--- src/rtl/para.sv ---
// Shared flit-format constants, flit-type helpers and arbiter FSM state
// for the wormhole router.
package para;

    localparam int FLIT_SIZE  = 32;
    localparam int HEADER_LEN = 2;
    localparam int CMP_LEN    = 4;

    localparam logic [HEADER_LEN-1:0] HEAD_FLIT   = 2'd0;
    localparam logic [HEADER_LEN-1:0] BODY_FLIT   = 2'd1;
    localparam logic [HEADER_LEN-1:0] TAIL_FLIT   = 2'd2;
    localparam logic [HEADER_LEN-1:0] SINGLE_FLIT = 2'd3;

    typedef enum logic [0:0] {
        IDLE   = 1'b0,
        LOCKED = 1'b1
    } arb_state_t;

    function automatic logic opens_packet(input logic [HEADER_LEN-1:0] t);
        return (t == HEAD_FLIT) || (t == SINGLE_FLIT);
    endfunction

    function automatic logic closes_packet(input logic [HEADER_LEN-1:0] t);
        return (t == TAIL_FLIT) || (t == SINGLE_FLIT);
    endfunction

endpackage

--- src/rtl/arb_age_counter.sv ---
// Saturating starvation counter for one requester: counts lost arbitration
// rounds up to AGE_MAX and clears when the requester is granted.
module arb_age_counter #(
    parameter int AGE_MAX = 15,
    parameter int AGE_W   = $clog2(AGE_MAX + 1)
) (
    input  logic clk,
    input  logic rst,
    input  logic inc,
    input  logic clr,
    output logic saturated
);

    logic [AGE_W-1:0] count;

    assign saturated = (count == AGE_W'(AGE_MAX));

    always_ff @(posedge clk) begin
        if (rst || clr) begin
            count <= '0;
        end else if (inc && !saturated) begin
            count <= count + 1'b1;
        end
    end

endmodule

--- src/rtl/wormhole_output_arbiter.sv ---
// Wormhole output-port arbiter: priority + round-robin selection of packet heads,
// locked to the owner until its tail. Define ARB_AGING_EN for starvation aging.
module wormhole_output_arbiter
    import para::*;
#(
    parameter int N       = 3,
    parameter int AGE_MAX = 15,
    localparam int IDX_W  = (N > 1) ? $clog2(N) : 1
) (
    input  logic                     clk,
    input  logic                     rst,
    input  logic [N-1:0]             req_valid,
    input  logic [HEADER_LEN*N-1:0]  req_type,
    input  logic [CMP_LEN*N-1:0]     req_prio,
    input  logic                     out_avail,
    output logic [N-1:0]             grant,
    output logic [IDX_W-1:0]         grant_idx,
    output logic [N-1:0]             consume,
    output logic                     out_valid,
    output logic                     busy
);

    localparam int SUM_W = IDX_W + 1;

    arb_state_t       state;
    logic [IDX_W-1:0] rr_ptr;
    logic [N-1:0]     eligible;
    logic [N-1:0]     closing;
    logic [N-1:0]     aged;
    logic [CMP_LEN:0] key [N];
    logic             found;
    logic [IDX_W-1:0] best_idx;
    logic [IDX_W-1:0] cand;
    logic [CMP_LEN:0] best_key;
    logic [SUM_W-1:0] wrap_sum;
    logic [N-1:0]     grant_next;

    // A starved requester outranks every priority value; among starved ones
    // the equal keys fall back to round-robin order.
    always_comb begin
        for (int i = 0; i < N; i++) begin
            eligible[i] = (state == IDLE) && req_valid[i]
                          && opens_packet(req_type[i*HEADER_LEN +: HEADER_LEN]);
            closing[i]  = closes_packet(req_type[i*HEADER_LEN +: HEADER_LEN]);
            key[i]      = aged[i] ? {1'b1, {CMP_LEN{1'b0}}}
                                  : {1'b0, req_prio[i*CMP_LEN +: CMP_LEN]};
        end
    end

    // NOTE: every variable gets a default before the loop so no latch is inferred;
    // blocking assignments are correct here because this block is combinational.
    always_comb begin
        found      = 1'b0;
        best_idx   = '0;
        best_key   = '0;
        cand       = '0;
        wrap_sum   = '0;
        grant_next = '0;
        for (int k = 0; k < N; k++) begin
            wrap_sum = {1'b0, rr_ptr} + SUM_W'(k);
            if (wrap_sum >= SUM_W'(N)) begin
                wrap_sum = wrap_sum - SUM_W'(N);
            end
            cand = wrap_sum[IDX_W-1:0];
            // Strict '>' keeps the earliest candidate in rr order on ties.
            if (eligible[cand] && (!found || key[cand] > best_key)) begin
                found    = 1'b1;
                best_idx = cand;
                best_key = key[cand];
            end
        end
        for (int i = 0; i < N; i++) begin
            grant_next[i] = found && (int'(best_idx) == i);
        end
    end

`ifdef ARB_AGING_EN
    localparam int AGE_W = $clog2(AGE_MAX + 1);

    logic [N-1:0] age_inc;
    logic [N-1:0] age_clr;

    always_comb begin
        for (int i = 0; i < N; i++) begin
            age_inc[i] = found && eligible[i] && !grant_next[i];
            age_clr[i] = grant_next[i];
        end
    end

    for (genvar i = 0; i < N; i++) begin : g_age
        arb_age_counter #(
            .AGE_MAX (AGE_MAX),
            .AGE_W   (AGE_W)
        ) u_age (
            .clk       (clk),
            .rst       (rst),
            .inc       (age_inc[i]),
            .clr       (age_clr[i]),
            .saturated (aged[i])
        );
    end
`else
    assign aged = '0;
`endif

    // Reset kills the transfer in the same cycle, before the registers clear.
    assign consume   = rst ? '0 : (grant & req_valid & {N{out_avail}});
    assign out_valid = |consume;
    assign busy      = (state == LOCKED);

    // NOTE: sequential state uses non-blocking assignments so every register
    // samples pre-edge values regardless of statement order.
    always_ff @(posedge clk) begin
        if (rst) begin
            state     <= IDLE;
            grant     <= '0;
            grant_idx <= '0;
            rr_ptr    <= '0;
        end else begin
            case (state)
                IDLE: begin
                    if (found) begin
                        state     <= LOCKED;
                        grant     <= grant_next;
                        grant_idx <= best_idx;
                    end
                end
                LOCKED: begin
                    if (|(consume & closing)) begin
                        state  <= IDLE;
                        grant  <= '0;
                        rr_ptr <= (int'(grant_idx) == N - 1) ? '0 : grant_idx + 1'b1;
                    end
                end
                default: state <= IDLE;
            endcase
        end
    end

endmodule

--- config.mk ---
export PLATFORM = sky130hd
export DESIGN_NAME = wormhole_output_arbiter
export DESIGN_NICKNAME = d
export VERILOG_FILES = /design/src/rtl/para.sv /design/src/rtl/arb_age_counter.sv /design/src/rtl/wormhole_output_arbiter.sv
export SDC_FILE = /design/constraint.sdc
export NUM_CORES = 1
export LEC_CHECK = 0
export ABC_AREA = 1
export BUFFER_PORTS_ARGS = -buffer_cell sky130_fd_sc_hd__buf_4
export CORE_MARGIN = 2
export CORE_UTILIZATION = 56
export DETAILED_ROUTE_END_ITERATION = 6
export PLACE_DENSITY = 0.85
export SYNTH_ARGS = -nofsm -noshare
export SYNTH_HDL_FRONTEND = slang
export SYNTH_SLANG_ARGS = --single-unit
--- constraint.sdc ---
create_clock -name clk -period 7 [get_ports clk]
set_input_delay 1.4 -clock clk [delete_from_list [all_inputs] [get_ports clk]]
set_output_delay 1.4 -clock clk [all_outputs]
set_load 0.01 [all_outputs]
**Word-level counts from Yosys, hierarchy flattened**

Cells that the tools add are included.

- Bits of input ports: 24
- Output and inout bits: 10
- Register bits: 8
- Logic and storage cells: 103

- Reductions and logical operators: 30
- Bitwise logic cells: 7
- Equality and inequality tests: 11
- Multiplexer cells: 34
- Add/sub/neg operators: 6
- $lt $le $gt $ge: 11

Operator list:

| kind | count |
|---|---|
| two-way mux 5 bit | 8 |
| binary-select mux 5 bit (select 2 bit) | 3 |
| equality test 2 bit, second input constant | 9 |
| two-way mux 2 bit | 7 |
| logical AND 1 bit | 11 |
| > comparator 5 bit | 2 |
| bitwise AND 3 bit | 3 |
| greater-or-equal comparator 3 bit, second input constant | 3 |
| less-than comparator 2 x 3 -> 1 bit, second input constant | 3 |
| two-way mux 3 bit | 3 |
| NOT 2 -> 3 bit | 3 |
| zero test 2 bit | 4 |
| logical OR 1 bit | 8 |
| two-way mux 1 bit | 8 |
| binary-select mux 1 bit (select 2 bit) | 3 |
| greater-or-equal comparator 3 x 2 -> 1 bit, second input constant | 2 |
| one-hot mux 3 bit (2 select lines) | 1 |
| AND reduction 2 bit | 3 |
| OR reduction 3 bit | 2 |
| subtractor 2 bit, second input constant | 3 |
| adder 2 x 1 -> 3 bit, second input constant | 1 |
| adder 2 x 2 -> 3 bit, second input constant | 1 |
| adder 2 x 1 -> 2 bit, second input constant | 1 |
| greater-or-equal comparator 2 bit, second input constant | 1 |
| 5 further kinds | 6 |

**Depth between registers and ports, before layout**

- Depth after elaboration: 19
- Depth in mapped cells: 30
- Depth with buffers taken out: 30

**Worst setup path before layout**

Ideal clock, no wire load.

- Path type: input port to flip-flop
- From: input req_type[4]
- To: register grant[0]
- Cell stages on the path: 30
- Arrival time: 4.073 ns
- Setup time: 0.111 ns
- Required time: 6.889 ns
- Buffers on the path: 0
- Setup slack: 2.816 ns
- Path through: inv_1 -> ha_1 -> nand2_1 -> nor2_1 -> nand2_2 -> nand3_4 -> nand2_1 -> ha_1 -> nand2_1 -> nor2_1 -> nor2_1 -> nand2_1 -> nand2_1 -> nand2_4 -> nand2_4 -> nand2_1 -> o21ai_0 -> ha_1 -> inv_1 -> nor2_1 -> o21ai_0 -> nand2_1 -> nand2_1 -> o21ai_2 -> nand2_2 -> nand2_2 -> nand2_1 -> nor2_1 -> nor2_1 -> nor2_1

- Cells in the longest elaborated chain, start to end: 18
- Elaborated cells on any way between the ends: 37
- Those cells by class: order compare (2); eq/ne (4); mux (16); bitwise (1); reduce/logical (14)

RTL lines:

| element | RTL line | RTL |
|---|---|---|
| start, declared | wormhole_output_arbiter.sv:13 | `input logic [HEADER_LEN*N-1:0] req_type,` |
| equality test 2 bit / zero test 2 bit (equally long branches) | para.sv:20, para.sv:24 |  |
| logical OR 1 bit | para.sv:20 | `return (t == HEAD_FLIT) \|\| (t == SINGLE_FLIT);` |
| logical AND 1 bit | wormhole_output_arbiter.sv:43 | `&& opens_packet(req_type[i*HEADER_LEN +: HEADER_LEN]);` |
| binary-select mux 1 bit (select 2 bit) | wormhole_output_arbiter.sv:66 | `if (eligible[cand] && (!found \|\| key[cand] > best_key)) begin` |
| two-way mux 1 bit (not written as such) | wormhole_output_arbiter.sv:66 |  |
| two-way mux 5 bit / two-way mux 1 bit (equally long branches) | wormhole_output_arbiter.sv:66 |  |
| > comparator 5 bit / zero test 1 bit (equally long branches) | wormhole_output_arbiter.sv:66 |  |
| logical OR 1 bit | wormhole_output_arbiter.sv:66 |  |
| (+2 left out) | -- |  |
| > comparator 5 bit / zero test 1 bit (equally long branches) | wormhole_output_arbiter.sv:66 |  |
| logical OR 1 bit | wormhole_output_arbiter.sv:66 |  |
| logical AND 1 bit | wormhole_output_arbiter.sv:66 |  |
| two-way mux 2 bit | wormhole_output_arbiter.sv:66 |  |
| zero test 2 bit | wormhole_output_arbiter.sv:73 | `grant_next[i] = found && (int'(best_idx) == i);` |
| logical AND 1 bit | wormhole_output_arbiter.sv:73 |  |
| two-way mux 3 bit | wormhole_output_arbiter.sv:122 | `if (found) begin` |
| one-hot mux 3 bit (2 select lines) | wormhole_output_arbiter.sv:120 | `case (state)` |
| end signal, assigned | wormhole_output_arbiter.sv:124 | `grant <= grant_next;` |
| end, declared | wormhole_output_arbiter.sv:16 | `output logic [N-1:0] grant,` |

Several ways; a longest one is shown, not always the timed one. The select of a mux whose other input is x is not followed.
A chain may end at the register's enable or synchronous reset.

**Worst setup path in the final report**

Same ends and word-level chain as after synthesis.

==> out/metrics.cfg <==
[outcome]
status=finished clean

[setup_path]
cp_common_cell=nand2_1
r2r_slack_ns=3.08
crit_end=grant[0]$_SDFFE_PP0P_
timing.rr.start=rr_ptr[1]$_SDFFE_PP0P_
path_class=primary input to flop
crit_path_end_kind=flop
regToRegEndpoint=grant[0]$_SDFFE_PP0P_
crit_required_ns=7.21
slowest_delay_ns=0.37
worstSetupStartpoint=req_type[4]
arrival_ns=4.68
reg2reg_depth=28
worstPathMaxFanout=10
slowest_stage=ha_1
cp-start-kind=primary input

[power_and_ir_drop]
irDropWorstVdd_v=0.000181
pwr-share-seq_pct=28.6
cellLeakagePower_nw=0.861
pwr-share-clk_pct=18.9
switching_share_pct=42.4
power.density_mw_per_mm2=132
power_mw=0.200
power_switching_mw=0.0847
p_comb_share_pct=52.5
intPower_mw=0.115

[routing]
drcViolationCount=0
drt_wl_total_um=3400
wl_per_cell_um=12.9
dr.max_layer_used=met4
dr_wl_met3_um=301
wl_met2_um=1550
vias=1479
drtIter0Drc=49
routed_via_density=5.62
wirelength_met1_um=1470
firstDrtPassIters=4
drtAntennaViolNets=0

[timing]
setup_slack_ns=2.52
finalCritPeriodShare_pct=63.9
timing.setup.tns_ns=0
finClkSkew_ns=0.00473
tightest_slew_ns=0.472
fmax_mhz=223
whs_ns=0.515
maxSlewHeadroom_pct=68.6
finalMaxSlewViolations=0
hold_viol=0
min_period_ns=4.48
grt_setup_unrepaired=no
setup_viol_count_final=0

[synth]
synth_mux_area_share_pct=0
yosys_warnings=0
avgSynthCellArea_um2=6.02
synth-seq-cells=8
yosysSeqAreaShare_pct=13.1
synth-compound-area-share_pct=22.3
yosys.area_share.simple_pct=35.1
synth_top_family_by_area=simple AND/OR/NAND/NOR gates
synth_nets=244
syn-instance-count=203
synth_xor_area_share_pct=0
ys_types=24
synth_fa_ha_area_share_pct=17.4
syn-cell-area_mm2=0.00122

[placed_design]
hpwlAfterDp_um=2750
port_buffers=33
place_ws_ns=2.32
place_inst=260
gp_congestion=0.971

[cts]
cts_max_level=1
cts_buffers=3
clock_latency_ns=0.27
clk_pin_slew_worst_paths_ns=0.06
clock_path_buffers=2
cts_resized=0
cts_tree=built
postCtsSetupRepairBufs=0
clkSinkCount=8
clockRootBuffer=clkbuf_4
hold_buffers=0

[floorplan]
start_util_pct=61.1
core_mm2=0.00200
die_w_um=50.7
die_area_mm2=0.00257
boundaryPins=34
dieHeight_um=50.7
rows=16

[worst_hold_path]
min_path_type=flop to flop

[layout]
drive_gt1_share_pct=22.9
syn2layout_area_growth_pct=23.8
fin_cells=263
antenna_cells=0
layout.nets=279

[run]
drv_cap=0

[global_route]
grt_pass1_vias=1359
antenna_found_initial=0
grt_overflow=0
grt_pass1_wl_um=5640
grt_usage_pct=28.8
grt_start_max_net_pins=17

-- logic make-up after synthesis --
family,Yosys count
compound gates,49
fa+ha+maj,17
buf+inv,39
simple gates,90
flops,8
-- cell usage after synthesis, drive strengths merged --
master | n | area (um^2)
nor2 | 24 | 90.1
ha | 17 | 213
nand3 | 16 | 113
nand4 | 2 | 12.5
a31oi | 2 | 12.5
a21oi | 10 | 50.1
o21ai | 28 | 144
o22ai | 3 | 18.8
clkbuf | 2 | 7.51
a22oi | 3 | 22.5
o32ai | 2 | 17.5
nor3b | 1 | 7.51
buf | 1 | 5.00
dfxtp | 8 | 160
inv | 36 | 135
o211ai | 1 | 7.51
nand2 | 47 | 206
-- metrics by stage --
| step | utilization (%) | cell area, um^2 |
|---|---|---|
| 4_1_cts | 75.6 | 1510 |
| 3_3_place_gp | 74.5 | 1490 |
| 6_report | 75.6 | 1510 |
| 5_1_grt | 75.6 | 1510 |
| 3_5_place_dp | 74.5 | 1490 |
| 2_1_floorplan | - | 1220 |
-- cell type report --
cell class | instances | area, um^2
Multi-Input combinational cell | 156 | 915
Fill cell | 171 | 488
Timing Repair Buffer | 33 | 248
Sequential cell | 8 | 160
Inverter | 36 | 135
Tap cell | 27 | 33.8
Clock buffer | 3 | 22.5
-- state kept, by name, summed over array words and instances (netlist names) --
register	cells
grant	3
grant_idx	2
rr_ptr	2
busy	1
-- critical path, delay by kind of cell --
| family | cells | cell delay, ns |
|---|---|---|
| AOI/OAI and AO/OA | 3 | 0.43 |
| adders and majority gates | 3 | 0.92 |
| buffers and inverters | 3 | 0.16 |
| and+or+nand+nor | 20 | 1.75 |
-- per-layer routing --
metal	vias up	GRT usage, %
li1	737	-
met3	12	5.95
met2	74	48.7
met4	0	8.11
met5	-	0
met1	656	36.7
-- worst min-delay path by stage --
stage / startpoint / cells past startpoint / end
CTS: grant_idx[0]$_SDFFE_PP0P_ / 1 / rr_ptr[0]$_SDFFE_PP0P_
global placement: grant_idx[0]$_SDFFE_PP0P_ / 1 / rr_ptr[0]$_SDFFE_PP0P_
detailed placement: grant_idx[0]$_SDFFE_PP0P_ / 1 / rr_ptr[0]$_SDFFE_PP0P_
global route: grant_idx[1]$_SDFFE_PP0P_ / 1 / rr_ptr[0]$_SDFFE_PP0P_
finish: grant_idx[0]$_SDFFE_PP0P_ / 1 / rr_ptr[0]$_SDFFE_PP0P_
floorplan: rr_ptr[0]$_SDFFE_PP0P_ / 2 / rr_ptr[0]$_SDFFE_PP0P_
-- power by group through the flow --
| stage | logic, mW | registers (mW) | clock network [mW] |
|---|---|---|---|
| 2_1_floorplan | 0.0651 | 0.0592 | 0 |
| 3_3_place_gp | 0.0991 | 0.0577 | 0 |
| 3_5_place_dp | 0.103 | 0.0580 | 0 |
| 4_1_cts | 0.104 | 0.0570 | 0.0394 |
| 5_1_grt | 0.119 | 0.0579 | 0.0414 |
| 6_report | 0.105 | 0.0571 | 0.0378 |
-- cell usage in the layout (no fill, tap or decap), types with 3 or more instances in the layout --
master | synthesis | final
ha_1 | 17 | 17
o21ai_0 | 25 | 25
nand3_2 | 4 | 4
o22ai_1 | 3 | 3
nor2_1 | 24 | 24
buf_4 | 0 | 33
nand3_1 | 11 | 11
dfxtp_1 | 8 | 8
clkbuf_4 | 0 | 3
nand2_1 | 39 | 39
a22oi_1 | 3 | 3
inv_2 | 4 | 4
nand2_2 | 6 | 6
inv_1 | 32 | 32
a21oi_1 | 10 | 10
No activity file was read; power rests on OpenSTA's default activity.
